### src/rtl/if_alu_seq_if.sv
// if_alu_seq_if: control, operand and result bus between the panel controller and the external ALU core.
interface if_alu_seq_if;
    logic        alu_x, alu_y, alu_z, alu_u, alu_v, alu_als;
    logic [15:0] alu_a, alu_b, alu_result;
    logic        alu_carry, alu_overflow;
    modport master(output alu_x, alu_y, alu_z, alu_u, alu_v, alu_als, alu_a, alu_b,
                   input alu_result, alu_carry, alu_overflow);
    modport slave(input alu_x, alu_y, alu_z, alu_u, alu_v, alu_als, alu_a, alu_b,
                  output alu_result, alu_carry, alu_overflow);
endinterface

### src/rtl/if_alu_seq.sv
// if_alu_seq: debounced key-driven operand entry, op stepping and registered execute for an external ALU.
// Define IF_ALU_SEQ_CHAIN_EN to let EXEC in S_SHOW feed the result back as operand A.
module if_alu_seq #(
    parameter int WIDTH      = 8,
    parameter int DEB_CYCLES = 500000
) (
    input  logic                clk,
    input  logic                rst_n,
    input  logic [2:0]          key_n_i,
    input  logic [17:0]         sw_i,
    if_alu_seq_if.master        alu,
    output logic [17:0]         ledr_o,
    output logic [7:0]          ledg_o
);
    localparam int CW = $clog2(DEB_CYCLES + 1);
    localparam logic [39:0] CTL = {5'b10001, 5'b00001, 5'b00100, 5'b00000,
                                   5'b11001, 5'b11011, 5'b01011, 5'b01001};
    typedef enum logic [2:0] {S_A, S_B, S_RDY, S_EXEC, S_SHOW} state_t;

    logic [2:0]       s1_q, s2_q, deb_q, prev_q, arm_q, ev;
    logic [CW-1:0]    cnt_q [3];
    state_t           state_q, state_d;
    logic [WIDTH-1:0] a_q, a_d, b_q, b_d, res_q, res_d, op_val;
    logic [2:0]       op_q, op_d;
    logic             c_q, c_d, v_q, v_d, z_q, z_d, vld_q, vld_d;
    logic             ld, st, ex;
    logic [1:0]       code;
    logic             unused_bits;

    // Synchronisers start "pressed" so a key held through reset must be seen released before it can arm.
    always_ff @(posedge clk or negedge rst_n) begin
        if (!rst_n) begin
            s1_q   <= '0;
            s2_q   <= '0;
            prev_q <= '1;
            arm_q  <= '0;
        end else begin
            s1_q   <= key_n_i;
            s2_q   <= s1_q;
            prev_q <= deb_q;
            arm_q  <= arm_q | s2_q;
        end
    end

    for (genvar k = 0; k < 3; k++) begin : g_deb
        always_ff @(posedge clk or negedge rst_n) begin
            if (!rst_n) begin
                cnt_q[k] <= '0;
                deb_q[k] <= 1'b1;
            end else if (s2_q[k] == deb_q[k]) begin
                cnt_q[k] <= '0;
            end else if (cnt_q[k] == CW'(DEB_CYCLES - 1)) begin
                cnt_q[k] <= '0;
                deb_q[k] <= s2_q[k];
            end else begin
                cnt_q[k] <= cnt_q[k] + 1'b1;
            end
        end
    end

    assign ev     = arm_q & prev_q & ~deb_q;
    assign ld     = ev[0];
    assign st     = ev[1];
    assign ex     = ev[2];
    assign op_val = ~sw_i[WIDTH-1:0];

    always_ff @(posedge clk or negedge rst_n) begin
        if (!rst_n) begin
            state_q <= S_A;
            a_q     <= '0;
            b_q     <= '0;
            res_q   <= '0;
            op_q    <= '0;
            c_q     <= 1'b0;
            v_q     <= 1'b0;
            z_q     <= 1'b0;
            vld_q   <= 1'b0;
        end else begin
            state_q <= state_d;
            a_q     <= a_d;
            b_q     <= b_d;
            res_q   <= res_d;
            op_q    <= op_d;
            c_q     <= c_d;
            v_q     <= v_d;
            z_q     <= z_d;
            vld_q   <= vld_d;
        end
    end

    always_comb begin
        state_d = state_q;
        a_d     = a_q;
        b_d     = b_q;
        res_d   = res_q;
        c_d     = c_q;
        v_d     = v_q;
        z_d     = z_q;
        vld_d   = vld_q;
        op_d    = op_q + 3'(st);
        case (state_q)
            S_A: if (ld) begin
                a_d     = op_val;
                state_d = S_B;
            end
            S_B: if (ld) begin
                b_d     = op_val;
                state_d = S_RDY;
            end
            S_RDY: if (ld) begin
                a_d     = op_val;
                state_d = S_B;
            end else if (ex) begin
                state_d = S_EXEC;
            end
            S_EXEC: begin
                res_d   = alu.alu_result[WIDTH-1:0];
                c_d     = alu.alu_carry;
                v_d     = alu.alu_overflow;
                z_d     = alu.alu_result[WIDTH-1:0] == '0;
                vld_d   = 1'b1;
                state_d = S_SHOW;
            end
            S_SHOW: if (ld) begin
                a_d     = op_val;
                vld_d   = 1'b0;
                state_d = S_B;
            end
`ifdef IF_ALU_SEQ_CHAIN_EN
            else if (ex) begin
                a_d     = res_q;
                state_d = S_EXEC;
            end
`endif
            default: state_d = S_A;
        endcase
    end

    assign {alu.alu_x, alu.alu_y, alu.alu_z, alu.alu_u, alu.alu_v} = CTL[5*op_q +: 5];
    assign alu.alu_als = ~sw_i[17];
    assign alu.alu_a   = (op_q == 3'd7) ? 16'h0000 : 16'(a_q);
    assign alu.alu_b   = 16'(b_q);

    assign code   = (state_q == S_A) ? 2'd0 : (state_q == S_B) ? 2'd1 : (state_q == S_RDY) ? 2'd2 : 2'd3;
    assign ledr_o = {code, (state_q == S_A || state_q == S_B) ? 16'(op_val) :
                           (state_q == S_RDY) ? 16'(b_q) : 16'(res_q)};
    assign ledg_o = {state_q == S_EXEC, vld_q, z_q, v_q, c_q, op_q};

    assign unused_bits = ^{sw_i, alu.alu_result};
endmodule

### src/flat_wrapper.sv
// flat-port wrapper written by rule: the top's interface ports become plain ports
module if_alu_seq_flat 
#(
    parameter int WIDTH      = 8,
    parameter int DEB_CYCLES = 500000
)
  (clk, rst_n, key_n_i, sw_i, ledr_o, ledg_o, alu_alu_x, alu_alu_y, alu_alu_z, alu_alu_u, alu_alu_v, alu_alu_als, alu_alu_a, alu_alu_b, alu_alu_result, alu_alu_carry, alu_alu_overflow);
  if_alu_seq_if alu_i ();
  input  logic clk;
  input  logic rst_n;
  input  logic [2:0] key_n_i;
  input  logic [17:0] sw_i;
  output logic [17:0] ledr_o;
  output logic [7:0] ledg_o;
  output wire logic [$bits(alu_i.alu_x)-1:0] alu_alu_x;
  output wire logic [$bits(alu_i.alu_y)-1:0] alu_alu_y;
  output wire logic [$bits(alu_i.alu_z)-1:0] alu_alu_z;
  output wire logic [$bits(alu_i.alu_u)-1:0] alu_alu_u;
  output wire logic [$bits(alu_i.alu_v)-1:0] alu_alu_v;
  output wire logic [$bits(alu_i.alu_als)-1:0] alu_alu_als;
  output wire logic [$bits(alu_i.alu_a)-1:0] alu_alu_a;
  output wire logic [$bits(alu_i.alu_b)-1:0] alu_alu_b;
  input wire logic [$bits(alu_i.alu_result)-1:0] alu_alu_result;
  input wire logic [$bits(alu_i.alu_carry)-1:0] alu_alu_carry;
  input wire logic [$bits(alu_i.alu_overflow)-1:0] alu_alu_overflow;
  assign alu_alu_x = alu_i.alu_x;
  assign alu_alu_y = alu_i.alu_y;
  assign alu_alu_z = alu_i.alu_z;
  assign alu_alu_u = alu_i.alu_u;
  assign alu_alu_v = alu_i.alu_v;
  assign alu_alu_als = alu_i.alu_als;
  assign alu_alu_a = alu_i.alu_a;
  assign alu_alu_b = alu_i.alu_b;
  assign alu_i.alu_result = alu_alu_result;
  assign alu_i.alu_carry = alu_alu_carry;
  assign alu_i.alu_overflow = alu_alu_overflow;
  if_alu_seq #(.WIDTH(WIDTH), .DEB_CYCLES(DEB_CYCLES)) u_core (.clk(clk), .rst_n(rst_n), .key_n_i(key_n_i), .sw_i(sw_i), .alu(alu_i), .ledr_o(ledr_o), .ledg_o(ledg_o));
endmodule
### config.mk
export PLATFORM = sky130hd
export DESIGN_NAME = if_alu_seq_flat
export DESIGN_NICKNAME = d
export VERILOG_FILES = /design/src/rtl/if_alu_seq_if.sv /design/src/rtl/if_alu_seq.sv /design/src/flat_wrapper.sv
export SDC_FILE = /design/constraint.sdc
export NUM_CORES = 1
export LEC_CHECK = 0
export ABC_CLOCK_PERIOD_IN_PS = 2100
export CORE_UTILIZATION = 47
export DETAILED_ROUTE_END_ITERATION = 8
export PLACE_DENSITY = 0.77
export SLEW_MARGIN = 10
export SYNTH_ARGS = -nofsm -noshare
export SYNTH_HDL_FRONTEND = slang
export SYNTH_SLANG_ARGS = --single-unit
### constraint.sdc
create_clock -name clk -period 2.1 [get_ports clk]
set_input_delay 0.525 -clock clk [delete_from_list [all_inputs] [get_ports clk]]
set_output_delay 0.525 -clock clk [all_outputs]
set_load 0.01 [all_outputs]
==> impl_metrics.env, run 1 <==
export IMPL_nNetsFinal=655
export IMPL_crit_arrival_ns=1.53
export IMPL_use_met1=0.236
export IMPL_synth_cell_types=50
export IMPL_fmax_mhz=487
export IMPL_synth_top_family_by_area="simple AND/OR/NAND/NOR gates"
export IMPL_ant_nets=0
export IMPL_p_per_area_nw_per_um2=571
export IMPL_synthTopCellsByCount="100 x dfrtp_1, 63 x nor2_1, 49 x nand2_1, 35 x o21ai_0, 28 x buf_4"
export IMPL_syn_to_final_growth_pct=22.0
export IMPL_io_buffers=63
export IMPL_synth_simple_area_share=0.221
export IMPL_antenna_cells=0
export IMPL_vias=3943
export IMPL_holdCritPathClass="register to register"
export IMPL_io_pins=105
export IMPL_numCtsBuffers=9
export IMPL_grt_overflow_total=0
export IMPL_yosys_area_top_type="dfrtp_1"
export IMPL_min_from="u_core.s1_q[1]$_DFF_PN0_"
export IMPL_htreeDepth=3
export IMPL_skew_ns=0.0115
export IMPL_path_clk_slew_ns=0.09
export IMPL_drv_cap=0
export IMPL_synth_compound_area_frac=0.0762
export IMPL_vias_per_cell=5.28
export IMPL_regToRegSetupSlack_ns=0.05
export IMPL_netlist_area_um2=5120
export IMPL_busiest_layer="met2"
export IMPL_fp_dieH_um=106
export IMPL_async_reset_ff_frac=1.00
export IMPL_grt_total_usage=0.196
export IMPL_final_layout_size_suffix_gt1_frac=0.180
export IMPL_worst_hold_slack_ns=0.356
export IMPL_dp_cells=724
export IMPL_wl_per_cell_um=14.0
export IMPL_synth_edff_count=0
export IMPL_synth_seq_cells=106
export IMPL_gp_congestion=0.787
export IMPL_avgSynthCellArea_um2=9.97
export IMPL_dr_pass1_iters=4
export IMPL_grtUsageMet2=0.344
export IMPL_timing_rr_end="u_core.deb_q[1]$_DFFE_PN1P_"
export IMPL_r2r_start="u_core.cnt_q[31]$_DFF_PN0_"
export IMPL_synth_top_area_share=0.488
export IMPL_synth_adder_area_share=0.0171
export IMPL_hold_violations=0
export IMPL_finalPower_mw=3.57
export IMPL_setup_violations=0
export IMPL_clock_path_buffers=2
export IMPL_irDropWorstVdd_mv=0.388
export IMPL_grt_max_degree=54
export IMPL_p_leak_nw=2.73
export IMPL_grt_pass1_wl_um=17700
export IMPL_status="finished clean"
export IMPL_synth_mux_area_frac=0.0305
export IMPL_dp_hpwl_um=7270
export IMPL_stdcell_count=747
export IMPL_drc=0
export IMPL_criticalPathCategory="register to output port"
export IMPL_whs_endpoint="u_core.s2_q[1]$_DFF_PN0_"
export IMPL_cts_root_buffer="clkbuf_8"
export IMPL_post_synth_top_count_cell="dfrtp_1"
export IMPL_die_w_um=106
export IMPL_drv_slew=0
export IMPL_initial_core_util=0.490
export IMPL_coreArea_um2=10500
export IMPL_use_met3=0.0423
export IMPL_cts_sinks=106
export IMPL_antenna_found_initial=0
export IMPL_synthTopCellsByArea="dfrtp_1 49%, nor2_1 4.6%, xor2_1 4.4%, buf_4 4.1%, nand2_1 3.6%"
export IMPL_synth_xor_area_share=0.0718
export IMPL_netlist_instances=514
export IMPL_rr_worst_depth=4
export IMPL_fin_crit_ns=2.05
export IMPL_critPathCaptureType="output port"
export IMPL_wirelength_um=10400
export IMPL_clk_latency_ns=0.37
export IMPL_yosysSeqAreaShare=0.519
export IMPL_die_area_um2=11300
export IMPL_drtIter0Drc=164
export IMPL_synth_flop_cell="dfrtp_1"
export IMPL_worstPathMaxFanout=3
export IMPL_grt_pass1_vias=3952
export IMPL_cp_required_ns=1.57
export IMPL_yosysWarningCount=0
export IMPL_final_period_utilization=0.977
export IMPL_hold_depth=0
export IMPL_rsz0062_at_grt="true"
export IMPL_fp_row_count=37
export IMPL_start_kind="register"
export IMPL_cts_tree="built"
## layout make-up
cell class                      count  area [um2]
Inverter                           15        56.3
Clock inverter                      4        51.3
Timing Repair Buffer              100         893
Multi-Input combinational cell    375        2280
Fill cell                         901        4210
Clock buffer                       11         141
Tap cell                          136         170
Sequential cell                   106        2660
## what timing repair did
action | in CTS | in global routing
endpoints found under the setup margin | 23 | 23
gates cloned | 0 | 1
pin swaps | 1 | 0
hold buffers | 1 | 0
hold endpoints to repair | 5 | 0
setup buffers | 3 | 3
resized for setup | 59 | 20
## how the worst max path moves through the flow
stage                                              from                           to  slack [ns]  depth (start not counted)
after floorplan              u_core.cnt_q[31]$_DFF_PN0_  u_core.deb_q[1]$_DFFE_PN1P_        0.04                          4
final                          u_core.op_q[1]$_DFF_PN0_                    ledg_o[1]        0.05                          3
after CTS                 u_core.state_q[1]$_DFFE_PN0P_                    ledr_o[0]       -0.04                          5
after detailed placement                        sw_i[4]                    ledr_o[4]       -0.31                          5
after global placement                          sw_i[0]                    ledr_o[0]       -0.30                          5
after global routing           u_core.op_q[1]$_DFF_PN0_                 alu_alu_a[5]       -0.05                          4
## flip-flops by register name, summed over array words and instances (netlist names), 3 cells and up
register,cells
u_core.op_q,3
u_core.prev_q,3
u_core.res_q,8
u_core.cnt_q,57
u_core.arm_q,3
u_core.a_q,8
u_core.state_q,3
u_core.s1_q,3
u_core.deb_q,3
u_core.b_q,8
u_core.s2_q,3
## report_power, final
part / leakage, nW / internal (mW) / switching [mW] / total [mW]
clock network: 0.0958 / 0.581 / 0.674 / 1.25
logic: 1.33 / 0.0956 / 0.127 / 0.223
registers: 1.31 / 2.07 / 0.0227 / 2.09
## through the flow
step	setup TNS, ns	setup WS [ns]	utilization	cell area (um2)
6_report	0	0.0487	0.598	6250
5_1_grt	-0.390	-0.0524	0.598	6250
4_1_cts	-0.0357	-0.0357	0.595	6230
3_5_place_dp	-2.18	-0.313	0.574	6000
3_3_place_gp	-2.08	-0.298	0.574	6000
2_1_floorplan	0	0.0363	-	5210
## placed cells by master, fill, tap and decap left out, types with 5 or more instances in the layout
master / Yosys / routed
nor3_1: 5 / 5
xor2_1: 26 / 26
or3_1: 9 / 9
buf_2: 1 / 7
clkdlybuf4s50_1: 0 / 39
xnor2_1: 16 / 16
clkbuf_8: 0 / 10
nand3_1: 17 / 17
nor2_1: 63 / 62
nand4_1: 15 / 15
and2_1: 10 / 10
or2_2: 6 / 5
inv_1: 15 / 15
nor4_1: 10 / 10
mux2_2: 13 / 13
dlygate4sd2_1: 0 / 7
buf_4: 28 / 32
and4_1: 7 / 7
nand2_1: 49 / 48
o21ai_0: 35 / 34
conb_1: 1 / 24
dfstp_2: 6 / 6
dfrtp_1: 100 / 100
a21oi_1: 24 / 20
ha_1: 7 / 6
## metal layers
| metal | vias up | part of all wire |
|---|---|---|
| li1 | 1904 | - |
| met1 | 1927 | 0.44 |
| met2 | 94 | 0.51 |
| met3 | 18 | 0.037 |
| met4 | 0 | 0.016 |
| met5 | - | 0 |
## worst max-delay path, cell delays in order (launching register included)
cell and delay (ns):
dfrtp_1 0.42, buf_4 0.15, buf_4 0.12, clkdlybuf4s50_1 0.47
## kinds of logic after synthesis
logic type,after synthesis
and+or+nand+nor,217
muxes,14
buffers and inverters,57
other,1
AOI/OAI and AO/OA,70
adders and majority gates,7
DFF,106
xor gates and xnor gates,42
(Power assumes the default switching activity.)
==> run 2: changes to the inputs <==
--- a/config.mk
+++ b/config.mk
@@ -7,6 +7,7 @@
 export LEC_CHECK = 0
 export ABC_CLOCK_PERIOD_IN_PS = 2100
 export CORE_UTILIZATION = 47
+export CTS_CLUSTER_SIZE = 8
 export DETAILED_ROUTE_END_ITERATION = 8
 export PLACE_DENSITY = 0.77
 export SLEW_MARGIN = 10
==> results of run 2 <==
The final DEF is identical to that of run 1; final timing and power are the same.
